**src/rtl/openram_scan_driver.sv**
```systemverilog
// Scans one 112-bit instruction into the SRAM test chip, pulses load, then shifts both 32-bit read words back out.
// Accept to rsp_valid is 148 cycles and the response is held until rsp_ready. OPENRAM_SCAN_WRSKIP_EN skips read-back for all-write commands.
module openram_scan_driver #(
  parameter int CMD_W     = 112,
  parameter int DATA_W    = 32,
  parameter int SRAM_WAIT = 2
) (
  input  logic              clk,
  input  logic              reset,
  input  logic              cmd_valid,
  output logic              cmd_ready,
  input  logic [CMD_W-1:0]  cmd_word,
  output logic              rsp_valid,
  input  logic              rsp_ready,
  output logic [DATA_W-1:0] rsp_data0,
  output logic [DATA_W-1:0] rsp_data1,
  output logic              busy,
  output logic              gpio_bit,
  output logic              gpio_in_scan,
  output logic              gpio_sram_load,
  output logic              gpio_out_scan,
  input  logic              gpio_data0,
  input  logic              gpio_data1
);

  localparam int CNT_W    = 7;
  localparam int DIDX_W   = $clog2(DATA_W);
  localparam int WEB0_BIT = 58;
  localparam int WEB1_BIT = 4;
  localparam logic [CNT_W-1:0] CMD_LAST  = CNT_W'(CMD_W - 1);
  localparam logic [CNT_W-1:0] WAIT_LAST = CNT_W'(SRAM_WAIT - 1);
  localparam logic [CNT_W-1:0] DATA_LAST = CNT_W'(DATA_W - 1);

  typedef enum logic [2:0] {
    ST_IDLE,
    ST_SHIFT_IN,
    ST_WAIT,
    ST_LOAD,
    ST_SHIFT_OUT,
    ST_RESP
  } state_t;

  state_t            state_q, state_d;
  logic [CNT_W-1:0]  cnt_q, cnt_d;
  logic [CMD_W-1:0]  shadow_q, shadow_d;
  logic [DATA_W-1:0] rsp_data0_q, rsp_data0_d;
  logic [DATA_W-1:0] rsp_data1_q, rsp_data1_d;
  logic              cmd_ready_q, cmd_ready_d;
  logic              rsp_valid_q, rsp_valid_d;
  logic              busy_q, busy_d;
  logic              gpio_bit_q, gpio_bit_d;
  logic              gpio_in_scan_q, gpio_in_scan_d;
  logic              gpio_sram_load_q, gpio_sram_load_d;
  logic              gpio_out_scan_q, gpio_out_scan_d;
  logic [CNT_W-1:0]  bit_idx;

  always_comb begin
    state_d     = state_q;
    cnt_d       = cnt_q;
    shadow_d    = shadow_q;
    rsp_data0_d = rsp_data0_q;
    rsp_data1_d = rsp_data1_q;

    case (state_q)
      ST_IDLE: begin
        if (cmd_valid && cmd_ready_q) begin
          shadow_d = cmd_word;
          cnt_d    = '0;
          state_d  = ST_SHIFT_IN;
        end
      end
      ST_SHIFT_IN: begin
        if (cnt_q == CMD_LAST) begin
          cnt_d   = '0;
          state_d = ST_WAIT;
        end else begin
          cnt_d = cnt_q + 7'd1;
        end
      end
      ST_WAIT: begin
        if (cnt_q == WAIT_LAST) begin
          cnt_d = '0;
`ifdef OPENRAM_SCAN_WRSKIP_EN
          // Both ports writing: nothing to read back, answer with zeros.
          if (!shadow_q[WEB0_BIT] && !shadow_q[WEB1_BIT]) begin
            rsp_data0_d = '0;
            rsp_data1_d = '0;
            state_d     = ST_RESP;
          end else begin
            state_d = ST_LOAD;
          end
`else
          state_d = ST_LOAD;
`endif
        end else begin
          cnt_d = cnt_q + 7'd1;
        end
      end
      ST_LOAD: begin
        cnt_d   = '0;
        state_d = ST_SHIFT_OUT;
      end
      ST_SHIFT_OUT: begin
        // Taps are sampled on the same edge that shifts the chip register.
        rsp_data0_d[cnt_q[DIDX_W-1:0]] = gpio_data0;
        rsp_data1_d[cnt_q[DIDX_W-1:0]] = gpio_data1;
        if (cnt_q == DATA_LAST) begin
          cnt_d   = '0;
          state_d = ST_RESP;
        end else begin
          cnt_d = cnt_q + 7'd1;
        end
      end
      ST_RESP: begin
        if (rsp_ready) begin
          cnt_d   = '0;
          state_d = ST_IDLE;
        end
      end
      default: begin
        cnt_d   = '0;
        state_d = ST_IDLE;
      end
    endcase

    // Outputs are decoded from the next state so they register in step with it.
    bit_idx          = CMD_LAST - cnt_d;
    cmd_ready_d      = (state_d == ST_IDLE);
    busy_d           = (state_d != ST_IDLE);
    rsp_valid_d      = (state_d == ST_RESP);
    gpio_in_scan_d   = (state_d == ST_SHIFT_IN);
    gpio_bit_d       = gpio_in_scan_d & shadow_d[bit_idx];
    gpio_sram_load_d = (state_d == ST_LOAD);
    gpio_out_scan_d  = (state_d == ST_SHIFT_OUT);
  end

  always_ff @(posedge clk or posedge reset) begin
    if (reset) begin
      state_q          <= ST_IDLE;
      cnt_q            <= '0;
      shadow_q         <= '0;
      rsp_data0_q      <= '0;
      rsp_data1_q      <= '0;
      // Idle is ready, so ready reads high from the moment reset asserts.
      cmd_ready_q      <= 1'b1;
      rsp_valid_q      <= 1'b0;
      busy_q           <= 1'b0;
      gpio_bit_q       <= 1'b0;
      gpio_in_scan_q   <= 1'b0;
      gpio_sram_load_q <= 1'b0;
      gpio_out_scan_q  <= 1'b0;
    end else begin
      state_q          <= state_d;
      cnt_q            <= cnt_d;
      shadow_q         <= shadow_d;
      rsp_data0_q      <= rsp_data0_d;
      rsp_data1_q      <= rsp_data1_d;
      cmd_ready_q      <= cmd_ready_d;
      rsp_valid_q      <= rsp_valid_d;
      busy_q           <= busy_d;
      gpio_bit_q       <= gpio_bit_d;
      gpio_in_scan_q   <= gpio_in_scan_d;
      gpio_sram_load_q <= gpio_sram_load_d;
      gpio_out_scan_q  <= gpio_out_scan_d;
    end
  end

  assign cmd_ready      = cmd_ready_q;
  assign rsp_valid      = rsp_valid_q;
  assign rsp_data0      = rsp_data0_q;
  assign rsp_data1      = rsp_data1_q;
  assign busy           = busy_q;
  assign gpio_bit       = gpio_bit_q;
  assign gpio_in_scan   = gpio_in_scan_q;
  assign gpio_sram_load = gpio_sram_load_q;
  assign gpio_out_scan  = gpio_out_scan_q;

endmodule

```
**config.mk**
```make
export PLATFORM = sky130hd
export DESIGN_NAME = openram_scan_driver
export DESIGN_NICKNAME = d
export VERILOG_FILES = /design/src/rtl/openram_scan_driver.sv
export SDC_FILE = /design/constraint.sdc
export NUM_CORES = 1
export LEC_CHECK = 0
export ABC_CLOCK_PERIOD_IN_PS = 13600
export BUFFER_PORTS_ARGS = -buffer_cell sky130_fd_sc_hd__buf_2
export CORE_MARGIN = 3
export CORE_UTILIZATION = 53
export CTS_CLUSTER_SIZE = 40
export DETAILED_ROUTE_END_ITERATION = 12
export HOLD_SLACK_MARGIN = 0.12
export PLACE_DENSITY = 0.88
export SLEW_MARGIN = 20
export SYNTH_ARGS = -nofsm -noshare
export SYNTH_HDL_FRONTEND = slang
export SYNTH_SLANG_ARGS = --single-unit
```
**constraint.sdc**
```tcl
create_clock -name clk -period 13.6 [get_ports clk]
set_input_delay 0 -clock clk [delete_from_list [all_inputs] [get_ports clk]]
set_output_delay 0 -clock clk [all_outputs]
set_load 0.005 [all_outputs]
```
==> impl_metrics.yaml <==
synthesis:
  synth-simple-area-share_pct: 6.611
  synth_top_family_by_area: "multiplexers"
  synth_mux_area_share_pct: 28.96
  syn-mean-instance-area_um2: 13.38
  synth_compound_area_share_pct: 5.975
  ys_async_sr_fraction_pct: 100.0
  yosysWarnings: 0
  yosysUniqueCellTypes: 67
  ys.flop_type: "dfrtp_1"
  synthCells: 662
  syn-num-nets: 785
  synth_edf_count: 0
  ys_seq_area_share_pct: 54.54
  synth_xor_area_share_pct: 0.3955
  synthAdderAreaFrac_pct: 0.7063
  synth-seq-cells: 193
  synth_area_mm2: 0.008857
global_routing:
  grt_max_degree: 130
  gr-total-overflow: 0
  grt_pass1_wl_um: 37260
  antenna_found_initial: 2
  grt_pass1_vias: 7071
  grt_use_total_pct: 26.13
die:
  die_h_um: 135.3
  num_rows: 46
  die_w_um: 135.3
  die_area_mm2: 0.01830
  core-area_mm2: 0.01612
  ios: 189
  start_util_pct: 54.96
sta:
  hold_violations: 0
  period_minus_slack_ns: 4.314
  drv_slew: 0
  tightest_slew_ns: 0.8693
  hold_ws_ns: 0.2251
  max_slew_margin_pct: 42.04
  finalSetupViolCount: 0
  fin_skew_ns: 0.009964
  rsz0062_at_grt: "false"
  fin_crit_sh_pct: 31.72
  fin_tns_setup_ns: 0
  max_freq_mhz: 231.8
drt:
  drt_iter0_markers: 519
  drt-pass1-iter-count: 5
  vias: 6584
  finalWirelength_um: 23470
  drc: 0
  wl_per_cell_um: 19.80
  drtAntennaViolNets: 0
  viasPerCell: 5.556
cts:
  cts-root-buf: "clkbuf_16"
  ctsHoldBuffers: 114
  clk_pin_slew_ns: 0.07
  post_cts_resized: 0
  cts_tree: "built"
  cts_buffer_depth: 2
  clk_latency_ns: 0.43
  cts_htree_levels: 4
  numCtsBuffers: 17
  cts_num_sinks: 193
  postCtsSetupRepairBufs: 0
flow_run:
  cap_violations: 0
worst_setup_path:
  cp_data_arrival_time_ns: 4.61
  setup.worst_path.end_class: "flop"
  critPathMostFrequentCell: "inv_1"
  critical_path_class: "reg -> reg"
  rrSetupSlack_ns: 9.29
  cp_data_required_time_ns: 13.89
  path_delay_family: "compound AO/OA/AOI/OAI gates"
  slowest_stage: "a22oi_2"
  crit_buf_inv: 2
  max_stage_delay_ns: 0.63
  cp-start-kind: "flop"
  cp_cell_sequence: "ha_1, inv_1, o41ai_4, nand3_4, a22oi_2, inv_1, nand2_1, a2bb2o_1, a2111oi_0, a311oi_1, nor4_1, o21ai_1"
  crit_fanout: 17
placement:
  routabilityCongestion: 0.9285
  hpwl_um: 14670
  place_area_mm2: 0.009943
  io_buffers: 188
  dp.cells: 1037
pwr:
  leakagePower_nw: 5.450
  p_per_area_mw_per_mm2: 198.2
  peakVddDrop_mv: 0.1539
final_layout:
  instances_no_fill: 1185
  layout_commonest_cell: "dfrtp_1"
  multi_input_area_mm2: 0.003786
  register_area_mm2: 0.004831
  finalNetCount: 1077
  mostFrequentLayoutCells: "dfrtp_1 (192), buf_2 (188), mux2_2 (182)"
  filler_cell_count: 1057
  drive_above_1_share_pct: 44.47
  area_delta_synth_final_pct: 31.90
  post-route-cell-area_mm2: 0.01168
min_path:
  hold_class: "in -> reg"
status:
  status: "completed"
[stage by stage]
step / total power, mW / util (%) / worst slack [ns]
floorplan: 1.519 / - / 8.346
global placement: 1.717 / 61.70 / 9.566
detailed placement: 1.746 / 61.70 / 9.435
CTS: 2.281 / 72.46 / 9.420
global route: 2.429 / 72.49 / 8.981
finish: 2.315 / 72.49 / 9.286
[path summary, 6_finish.rpt]
check,from,endpoint,depth (start not counted)
max reg2reg,cnt_q[0],gpio_bit,12
max,cnt_q[0],gpio_bit,12
min in group asynchronous,reset,rsp_data0[1],3
min,gpio_data0,rsp_data0[3],2
max in group asynchronous,reset,shadow_q[85],4
min reg2reg,shadow_q[68],shadow_q[68],1
[cell type report]
cell class,instances,area share [%]
antenna,2,0.04284
sequential,193,41.35
multi-input combinational,416,32.41
inverter,20,0.7283
clock inverter,13,1.285
tap,216,2.313
clock buffer,19,3.791
timing repair buffer,306,18.08
[flip-flops by register name, summed over array words and instances, names as in the netlist]
signal and count:
state_q 3, busy 1, rsp_valid 1, gpio_bit 1, rsp_data0 32, rsp_data1 32, gpio_out_scan 1, cmd_ready 1
cnt_q 7, gpio_in_scan 1, gpio_sram_load 1, shadow_q 112
[Yosys cell counts, types with 3 or more instances]
cell      number  share of area [%]
mux2i_1       47                5.3
or2_2          4               0.28
a21oi_1        7               0.40
a31oi_1        4               0.28
dfrtp_1      192                 54
ha_1           5               0.71
nand3_1        5               0.28
a211oi_1       3               0.25
nand3b_1       4               0.34
buf_2         17               0.96
and3_1         4               0.28
buf_4          5               0.42
inv_1         16               0.68
clkbuf_1      10               0.42
and2_1         5               0.35
a311oi_1       3               0.30
o22ai_1        3               0.21
o211ai_1       4               0.34
mux2_2       182                 23
nand2_1       31                1.3
o21ai_0        7               0.40
nor3_1         5               0.28
nor3b_1        3               0.25
nor2_1        33                1.4
or3_1          4               0.28
o31ai_1        3               0.25
o21a_1         5               0.42
xor2_1         3               0.30
[power by group]
| part | total, mW | switching (mW) | leakage (nW) | internal, mW |
|---|---|---|---|---|
| clock network | 0.507 | 0.228 | 0.285 | 0.280 |
| logic | 0.950 | 0.507 | 2.77 | 0.442 |
| registers | 0.858 | 0.0933 | 2.39 | 0.765 |
[logic make-up after synthesis]
group           after synthesis
compound gates               65
xor+xnor                      4
buf+inv                      53
mux                         231
flops                       193
simple gates                111
fa+ha+maj                     5
[routing by layer]
layer | wire length (um) | global-route usage (%) | vias up
met5 | 0 | 0 | -
met4 | 817 | 10.75 | 0
met3 | 1444 | 5.349 | 69
met2 | 12000 | 45.52 | 278
met1 | 9200 | 31.76 | 3269
li1 | - | - | 2968
Note: power is estimated with default switching activity, not from simulation.
